### config.mk
export PLATFORM = sky130hd
export DESIGN_NAME = mac_result_collector
export DESIGN_NICKNAME = d
export VERILOG_FILES = /design/src/rtl/mac_result_collector.sv
export SDC_FILE = /design/constraint.sdc
export NUM_CORES = 1
export LEC_CHECK = 0
export ABC_AREA = 1
export BUFFER_PORTS_ARGS = -buffer_cell sky130_fd_sc_hd__buf_2
export CORE_UTILIZATION = 60
export CTS_CLUSTER_SIZE = 20
export DETAILED_ROUTE_END_ITERATION = 6
export GPL_TIMING_DRIVEN = 0
export HOLD_SLACK_MARGIN = 0.06
export PLACE_DENSITY = 0.88
export SLEW_MARGIN = 20
export SYNTH_ARGS = -nofsm -noshare
export SYNTH_HDL_FRONTEND = slang
export SYNTH_SLANG_ARGS = --single-unit
### constraint.sdc
create_clock -name clk -period 3.5 [get_ports clk]
set_clock_uncertainty 0.15 [all_clocks]
set_input_delay 0.175 -clock clk [delete_from_list [all_inputs] [get_ports clk]]
set_output_delay 0.175 -clock clk [all_outputs]
set_load 0.01 [all_outputs]
### src/rtl/mac_result_collector.sv
// Realigns super_MAC flags, accumulates channel-group passes, rescales/saturates and queues results.
// Result appears MAC_LATENCY+1 cycles after the last issue; upstream is throttled by a combinational credit.
module mac_result_collector #(
    parameter int ACCUMULATOR_WIDTH = 32,
    parameter int OUTPUT_WIDTH      = 16,
    parameter int OUT_SCALE         = 8,
    parameter int MAC_LATENCY       = 2,
    parameter int FIFO_DEPTH        = 4
) (
    input  logic                                clk,
    input  logic                                arst_n_in,
    input  logic                                issue_valid_in,
    input  logic                                issue_first_in,
    input  logic                                issue_last_in,
    input  logic signed [ACCUMULATOR_WIDTH-1:0] mac_in,
    output logic                                issue_ready_out,
    output logic                                out_valid,
    input  logic                                out_ready,
    output logic        [OUTPUT_WIDTH-1:0]      out_data,
    output logic                                sat_flag,
    output logic                                err_flag
);

    localparam int AW     = ACCUMULATOR_WIDTH;
    localparam int OW     = OUTPUT_WIDTH;
    localparam int PTR_W  = $clog2(FIFO_DEPTH);
    localparam int CNT_W  = PTR_W + 1;
    localparam int PEND_W = $clog2(FIFO_DEPTH + MAC_LATENCY + 1);

    localparam logic signed [AW:0]   ACC_MAX = {2'b00, {(AW-1){1'b1}}};
    localparam logic signed [AW:0]   ACC_MIN = {2'b11, {(AW-1){1'b0}}};
    localparam logic signed [AW-1:0] OUT_MAX = {{(AW-OW+1){1'b0}}, {(OW-1){1'b1}}};
    localparam logic signed [AW-1:0] OUT_MIN = {{(AW-OW+1){1'b1}}, {(OW-1){1'b0}}};

    logic [MAC_LATENCY-1:0] r_dv;
    logic [MAC_LATENCY-1:0] r_df;
    logic [MAC_LATENCY-1:0] r_dl;
    logic signed [AW-1:0]   r_acc;
    logic [OW-1:0]          r_mem [FIFO_DEPTH];
    logic [PTR_W-1:0]       r_wr_ptr;
    logic [PTR_W-1:0]       r_rd_ptr;
    logic [CNT_W-1:0]       r_count;
    logic                   r_sat;
    logic                   r_err;

    logic                   w_d_valid;
    logic                   w_d_first;
    logic                   w_d_last;
    logic signed [AW:0]     w_sum;
    logic                   w_acc_hi;
    logic                   w_acc_lo;
    logic signed [AW-1:0]   w_acc_clamped;
    logic signed [AW-1:0]   w_acc_next;
    logic signed [AW-1:0]   w_shifted;
    logic                   w_res_hi;
    logic                   w_res_lo;
    logic [OW-1:0]          w_res;
    logic                   w_push_req;
    logic                   w_pop;
    logic                   w_full;
    logic                   w_drop;
    logic                   w_push;
    logic                   w_acc_sat;
    logic                   w_res_sat;
    logic [PEND_W-1:0]      w_pending;

    assign w_d_valid = r_dv[MAC_LATENCY-1];
    assign w_d_first = r_df[MAC_LATENCY-1];
    assign w_d_last  = r_dl[MAC_LATENCY-1];

    // One guard bit is enough to detect overflow of a two-operand signed add.
    assign w_sum         = {mac_in[AW-1], mac_in} + {r_acc[AW-1], r_acc};
    assign w_acc_hi      = w_sum > ACC_MAX;
    assign w_acc_lo      = w_sum < ACC_MIN;
    assign w_acc_clamped = w_acc_hi ? ACC_MAX[AW-1:0] :
                           w_acc_lo ? ACC_MIN[AW-1:0] : w_sum[AW-1:0];
    assign w_acc_next    = w_d_first ? mac_in : w_acc_clamped;

    assign w_shifted = w_acc_next >>> OUT_SCALE;
    assign w_res_hi  = w_shifted > OUT_MAX;
    assign w_res_lo  = w_shifted < OUT_MIN;
    assign w_res     = w_res_hi ? OUT_MAX[OW-1:0] :
                       w_res_lo ? OUT_MIN[OW-1:0] : w_shifted[OW-1:0];

    assign w_push_req = w_d_valid & w_d_last;
    assign w_pop      = out_valid & out_ready;
    assign w_full     = r_count == CNT_W'(FIFO_DEPTH);
    assign w_drop     = w_push_req & w_full & ~w_pop;
    assign w_push     = w_push_req & ~w_drop;
    assign w_acc_sat  = w_d_valid & ~w_d_first & (w_acc_hi | w_acc_lo);
    assign w_res_sat  = w_push_req & (w_res_hi | w_res_lo);

    // Results still inside the MAC pipeline already own a FIFO slot.
    always_comb begin
        w_pending = PEND_W'(r_count);
        for (int i = 0; i < MAC_LATENCY; i++) begin
            w_pending = w_pending + PEND_W'(r_dl[i]);
        end
    end

    assign issue_ready_out = w_pending < PEND_W'(FIFO_DEPTH);
    assign out_valid       = r_count != '0;
    assign out_data        = out_valid ? r_mem[r_rd_ptr] : '0;
    assign sat_flag        = r_sat;
    assign err_flag        = r_err;

    always_ff @(posedge clk or negedge arst_n_in) begin
        if (!arst_n_in) begin
            r_dv <= '0;
            r_df <= '0;
            r_dl <= '0;
        end else begin
            r_dv[0] <= issue_valid_in;
            r_df[0] <= issue_valid_in & issue_first_in;
            r_dl[0] <= issue_valid_in & issue_last_in;
            for (int i = 1; i < MAC_LATENCY; i++) begin
                r_dv[i] <= r_dv[i-1];
                r_df[i] <= r_df[i-1];
                r_dl[i] <= r_dl[i-1];
            end
        end
    end

    always_ff @(posedge clk or negedge arst_n_in) begin
        if (!arst_n_in) begin
            r_acc <= '0;
        end else if (w_d_valid) begin
            r_acc <= w_acc_next;
        end
    end

    always_ff @(posedge clk) begin
        if (w_push) begin
            r_mem[r_wr_ptr] <= w_res;
        end
    end

    always_ff @(posedge clk or negedge arst_n_in) begin
        if (!arst_n_in) begin
            r_wr_ptr <= '0;
            r_rd_ptr <= '0;
            r_count  <= '0;
        end else begin
            if (w_push) begin
                r_wr_ptr <= r_wr_ptr + PTR_W'(1);
            end
            if (w_pop) begin
                r_rd_ptr <= r_rd_ptr + PTR_W'(1);
            end
            case ({w_push, w_pop})
                2'b10:   r_count <= r_count + CNT_W'(1);
                2'b01:   r_count <= r_count - CNT_W'(1);
                default: r_count <= r_count;
            endcase
        end
    end

    always_ff @(posedge clk or negedge arst_n_in) begin
        if (!arst_n_in) begin
            r_sat <= 1'b0;
            r_err <= 1'b0;
        end else begin
            r_sat <= r_sat | w_acc_sat | w_res_sat;
            r_err <= r_err | w_drop;
        end
    end

endmodule

Word level (Yosys, flattened, before mapping)
Memories as Yosys holds them, arrays and structs flattened.
Cells that the tools add are included.
{"block": "classes", "addsub": 7, "multipliers": 0, "div_mod_pow": 0, "magnitude_cmp": 5, "eq_ne": 3, "n_shift": 0, "n_mux": 9, "bitwise": 18, "n_reduce_logical": 2}
{"op": "2-to-1 mux 32 bit", "count": 3}
{"op": "2-to-1 mux 16 bit", "count": 3}
{"op": "adder 32 x 32 -> 33 bit", "count": 1}
{"op": "> comparator 33 x 32 -> 1 bit, second input constant", "count": 1}
{"op": "less-than comparator 33 x 32 -> 1 bit, second input constant", "count": 1}
{"op": "> comparator 24 x 16 -> 1 bit, second input constant", "count": 1}
{"op": "less-than comparator 24 x 16 -> 1 bit, second input constant", "count": 1}
{"op": "bitwise AND 1 bit", "count": 10}
{"op": "adder 3 x 1 -> 3 bit", "count": 2}
{"op": "case mux 3 bit (2 select lines)", "count": 1}
{"op": "bitwise OR 1 bit", "count": 5}
{"op": "adder 2 x 1 -> 2 bit, second input constant", "count": 2}
{"op": "adder 3 x 1 -> 3 bit, second input constant", "count": 1}
{"op": "== test 3 bit, second input constant", "count": 1}
{"op": "less-than comparator 3 bit, second input constant", "count": 1}
{"op": "NOT 1 bit", "count": 3}
{"op": "nonzero test 3 bit", "count": 1}
{"op": "subtractor 3 x 1 -> 3 bit, second input constant", "count": 1}
{"op": "== test 2 x 1 -> 1 bit, second input constant", "count": 1}
{"op": "== test 2 bit, second input constant", "count": 1}
{"op": "2-to-1 mux 1 bit", "count": 2}
{"op": "nonzero test 2 bit", "count": 1}
{"block": "totals", "register_bits": 47, "latchBits": 0, "mem_bits_rw": 64, "mem_bits_ro": 0, "input_bits": 38, "output_inout_bits": 20, "wordCells": 54, "memories": 1}
{"name": "r_mem", "words": 4, "word_bits": 16, "rd": 1, "rd_clocked_by_memory_dff": 0, "wr": 1, "line": "39", "rtl": "logic [OW-1:0] r_mem [FIFO_DEPTH];"}

Logic depth before layout (Yosys ltp)
{"block": "logic_depth", "ltp_word": 9, "ltp_mapped": 26, "ltp_nobuf": 26}

Least setup slack after synthesis
Ideal clock, no wire load.
{"block": "synth_path", "kind": "register to register", "startpoint": "register r_acc[0]", "endpoint": "memory r_mem[0][10] in the netlist's numbering, data pin", "setup_ps": 265, "arrival_time_ps": 2553, "required_ps": 3085, "path_slack_ps": 532, "path_stages_with_launch": 24, "path_buffers": 2, "synth_period_minus_slack_ps": 2968, "path_cell_list": "dfrtp_1 ha_1 inv_1 fa_1 inv_1 nand2_1 nand2_1 nand3_1 nand2_2 nand2_1 nand2_2 nand2_2 nand3_1 nand2_1 a21oi_4 buf_6 nand2_2 nand2_2 nand2_1 nor2_2 nand2_2 nand2_4 buf_8 nand2_1"}
{"block": "synth_via", "elab_chain_cells": 8, "elab_cells_between_ends": 10, "classes_between": "add/sub: 1; order compare: 4; mux: 5"}
{"item": "from (decl)", "line": "38", "rtl": "logic signed [AW-1:0] r_acc;"}
{"item": "from (signal assigned)", "line": "128", "rtl": "r_acc <= w_acc_next;"}
{"item": "adder 32 x 32 -> 33 bit (*)", "line": "72", "rtl": "assign w_sum = {mac_in[AW-1], mac_in} + {r_acc[AW-1], r_acc};"}
{"item": "less-than comparator 33 x 32 -> 1 bit", "line": "74", "rtl": "assign w_acc_lo = w_sum < ACC_MIN;"}
{"item": "2-to-1 mux 32 bit", "line": "76", "rtl": "w_acc_lo ? ACC_MIN[AW-1:0] : w_sum[AW-1:0];"}
{"item": "2-to-1 mux 32 bit (*)", "line": "75", "rtl": "assign w_acc_clamped = w_acc_hi ? ACC_MAX[AW-1:0] :"}
{"item": "2-to-1 mux 32 bit (*)", "line": "77", "rtl": "assign w_acc_next = w_d_first ? mac_in : w_acc_clamped;"}
{"item": "less-than comparator 24 x 16 -> 1 bit", "line": "81", "rtl": "assign w_res_lo = w_shifted < OUT_MIN;"}
{"item": "2-to-1 mux 16 bit", "line": "83", "rtl": "w_res_lo ? OUT_MIN[OW-1:0] : w_shifted[OW-1:0];"}
{"item": "2-to-1 mux 16 bit (*)", "line": "82", "rtl": "assign w_res = w_res_hi ? OUT_MAX[OW-1:0] :"}
{"item": "via w_res[10]", "line": "57", "rtl": "logic [OW-1:0] w_res;"}
{"item": "to (decl)", "line": "39"}
Mark *: on every way through the listed nets, which the timed path passes. The rest lies on a longest branch.

Final worst setup path
{"block": "layout_path", "startpoint": "register r_acc[0]", "endpoint": "memory r_mem[1][9] in the netlist's numbering, data pin"}
Same word-level chain as after synthesis.

==> impl_metrics.csv <==
group,metric,value,unit
critical_path,critical_path_class,"reg -> reg",
grt,grt_pass1_wl,30.57,mm
placed_design,dp_slack,-0.05758,ns
clocking,numCtsBuffers,9,
synthesis,avgSynthCellArea,7.410,um2
drt,dr_total_vias,6726,
critical_path,critPathTopFamily,"simple AND/OR/NAND/NOR gates",
timing,drv_slew,0,
critical_path,cp_slowest_cell,"fa_2",
critical_path,cpPeakStageDelay,0.39,ns
status,violations,"design-rule violations",
timing,fmax,298.6,MHz
hold_path,whs_path_depth,5,
floorplanning,initial_utilization,62.53,%
synthesis,synthFlopType,"edfxtp_1",
cells_and_area,nets,1160,
drt,drc,5,
timing,hold_viol,0,
synthesis,ys_seq_elements,111,
grt,grtUsageTotal,31.22,%
drt,dr.pass1.iters,7,
pwr,power.density,1000,nW/um2
timing,finalSetupTns,0,ns
synthesis,postSynthCellCount,980,
pwr,ir_drop,0.5789,mV
synthesis,syn-num-nets,1057,
synthesis,yosysSeqAreaShare,42.66,%
clocking,cts.clk_slew.worst_paths,0.07,ns
cells_and_area,diodes,0,
synthesis,synth_area,7262,um2
timing,finalSetupViolCount,0,
drt,vias_per_cell,5.464,
synthesis,synth_top_area_share,26.46,%
floorplanning,rows,39,
clocking,root_buffer,"clkbuf_16",
cells_and_area,drive_above_1_share,17.28,%
synthesis,synth-edff-count,64,
synthesis,synth_warnings,0,
timing,worst_slew_pin_slew,0.9492,ns
grt,grt_max_degree,48,
hold_path,hold_path.class,"in -> reg",
clocking,clock_sinks,111,
critical_path,arrival,3.29,ns
critical_path,crit_buf_inv,4,
critical_path,path_max_fanout,8,
cells_and_area,area.growth.synth_to_final,18.95,%
placed_design,place_inst,1182,
timing,finalCritPeriodShare,95.69,%
synthesis,synthArstFlopShare,42.34,%
clocking,cts_tree,"done",
cells_and_area,final_cells,1231,
synthesis,synth.most_common_cell,"nand2_1",
drt,drt_iter0_drc,628,
pwr,leakage,4.125,nW
floorplanning,die-area,12550,um2
synthesis,yosysTopAreaCell,"edfxtp_1",
clocking,htree_levels,3,
status,status,"finished with violations",
drt,drt-total-wl,19.23,mm
clocking,clk_path_buf_depth,2,
drt,ant_nets,0,
synthesis,synth_cell_types,38,
floorplanning,core-area,11610,um2
grt,grt_pass1_vias,6591,
critical_path,crit_path_start_kind,"flip-flop",
critical_path,r2r_cells,25,
job,max_cap_viol_count,0,
cells_and_area,fillers,887,
timing,final_period_minus_worst_setup_slack,3.349,ns
critical_path,cp.required,3.44,ns
floorplanning,fp.dieW,112.0,um
critical_path,endpoint_kind,"flip-flop",
synthesis,synthTopCellsByCount,"nand2_1, nor2_1, inv_1",
synthesis,yosys-top-cells-area,"edfxtp_1, nand2_1, dfrtp_1, nor2_1, ha_1",
cells_and_area,final_util,74.38,%
floorplanning,die_y,112.0,um
timing,finalWorstSetupSlack,0.1508,ns
floorplanning,io_pins,58,
clocking,clock_latency,0.36,ns
drt,post_drt_wl_per_cell,15.62,um
grt,grt_antenna_before_repair,0,
placed_design,hpwl,13.47,mm
placed_design,numPortBuffers,57,
critical_path,cp.depth,25,
grt,grt_overflow,0,
placed_design,gp_congestion,0.9654,
pwr,total_power,8.640,mW
timing,relSlewSlack,36.49,%
metrics by stage:
stage / hold slack [ns] / area (um2)
floorplan: -0.2706 / 7262
global placement: 0.1601 / 7726
detailed placement: 0.1630 / 7766
CTS: 0.06023 / 8253
global route: 0.09620 / 8638
finish: 0.06536 / 8638
state kept, by name (all words and copies together), names as in the netlist:
| signal | count |
|---|---|
| r_wr_ptr | 2 |
| r_df | 2 |
| r_mem | 64 |
| err_flag | 1 |
| r_dv | 2 |
| sat_flag | 1 |
| r_count | 3 |
| r_acc | 32 |
| r_dl | 2 |
| r_rd_ptr | 2 |
what timing repair did:
action / 4_1_cts / 5_1_grt
pin swaps: 1 / 16
endpoints found under the hold margin: 61 / 0
resized for setup: 2 / 70
setup endpoints to repair: 40 / 72
setup buffers: 4 / 12
hold buffers: 15 / 0
cloned: 1 / 1
where the power goes:
group	internal, mW	switching (mW)	leakage (nW)
sequential	1.88	0.187	1.12
combinational	2.07	3.51	2.87
clock	0.492	0.493	0.135
total	4.44	4.19	4.12
worst reg2reg max path, cell delays in order (launching register included):
cell,delay (ns)
dfrtp_1,0.36
ha_2,0.19
inv_2,0.04
fa_2,0.39
inv_2,0.08
nand2_4,0.06
nand2_2,0.06
nand3_2,0.08
nand2_4,0.09
nand2_2,0.07
nand2_4,0.10
nand2_4,0.07
nand2_2,0.07
nand2_1,0.06
nand2_2,0.10
nand2_4,0.08
buf_8,0.15
nand2_2,0.08
nand2_1,0.05
nand2_1,0.08
nand2_1,0.07
nor2_2,0.14
nand2_2,0.08
nand2_4,0.14
buf_8,0.14
nand2_1,0.11
cell usage in the layout (no fill, tap or decap), types with 12 or more instances in the layout:
cell type | netlist | routed
xor2_1 | 22 | 22
nand2_4 | 2 | 12
nand2_2 | 13 | 31
nand2_1 | 330 | 302
buf_2 | 2 | 58
o21ai_0 | 53 | 52
buf_4 | 0 | 16
dfrtp_1 | 47 | 47
nand3_1 | 23 | 21
inv_1 | 88 | 85
a21oi_1 | 71 | 63
clkbuf_1 | 21 | 20
ha_1 | 37 | 29
nor2_1 | 144 | 137
edfxtp_1 | 64 | 64
dlygate4sd3_1 | 0 | 15
worst paths after layout:
path	endpoint	slack, ns	startpoint
max in group asynchronous	r_acc[20]	2.55	arst_n_in
worst max-delay path	r_mem[1][9]	0.15	r_acc[0]
worst max register to register	r_mem[1][9]	0.15	r_acc[0]
min in group asynchronous	r_acc[3]	0.23	arst_n_in
worst min register to register	r_df[1]	0.20	r_df[0]
worst min-delay path	r_acc[20]	0.07	mac_in[20]
per-layer routing:
metal  vias to the layer above  global-route usage, %  wire length, um
met5                         -                      0                0
met4                         0                  15.11              731
met3                        61                  4.104             1010
met2                       233                  56.11             9702
met1                      3090                  37.03             7784
li1                       3342                      -                -
cells by family after synthesis:
family	count (synthesis)	synth area share (%)
XOR/XNOR	28	3.377
buffers and inverters	124	6.909
AND/OR/NAND/NOR	529	28.96
flip-flops	111	42.66
adder cells (fa/ha/maj)	39	6.926
AO/OA/AOI/OAI	149	11.16
cell type report:
type	instances	area, um2	area share [%]
multi-input cells	745	3929	45.48
inverters	95	356.6	4.128
flip-flops and latches	111	3098	35.86
well taps	143	178.9	2.071
clock inverters	7	55.05	0.6373
repair buffers	92	645.6	7.474
clock buffers	9	225.2	2.607
plain buffers	29	150.1	1.738
(Power assumes the default switching activity.)
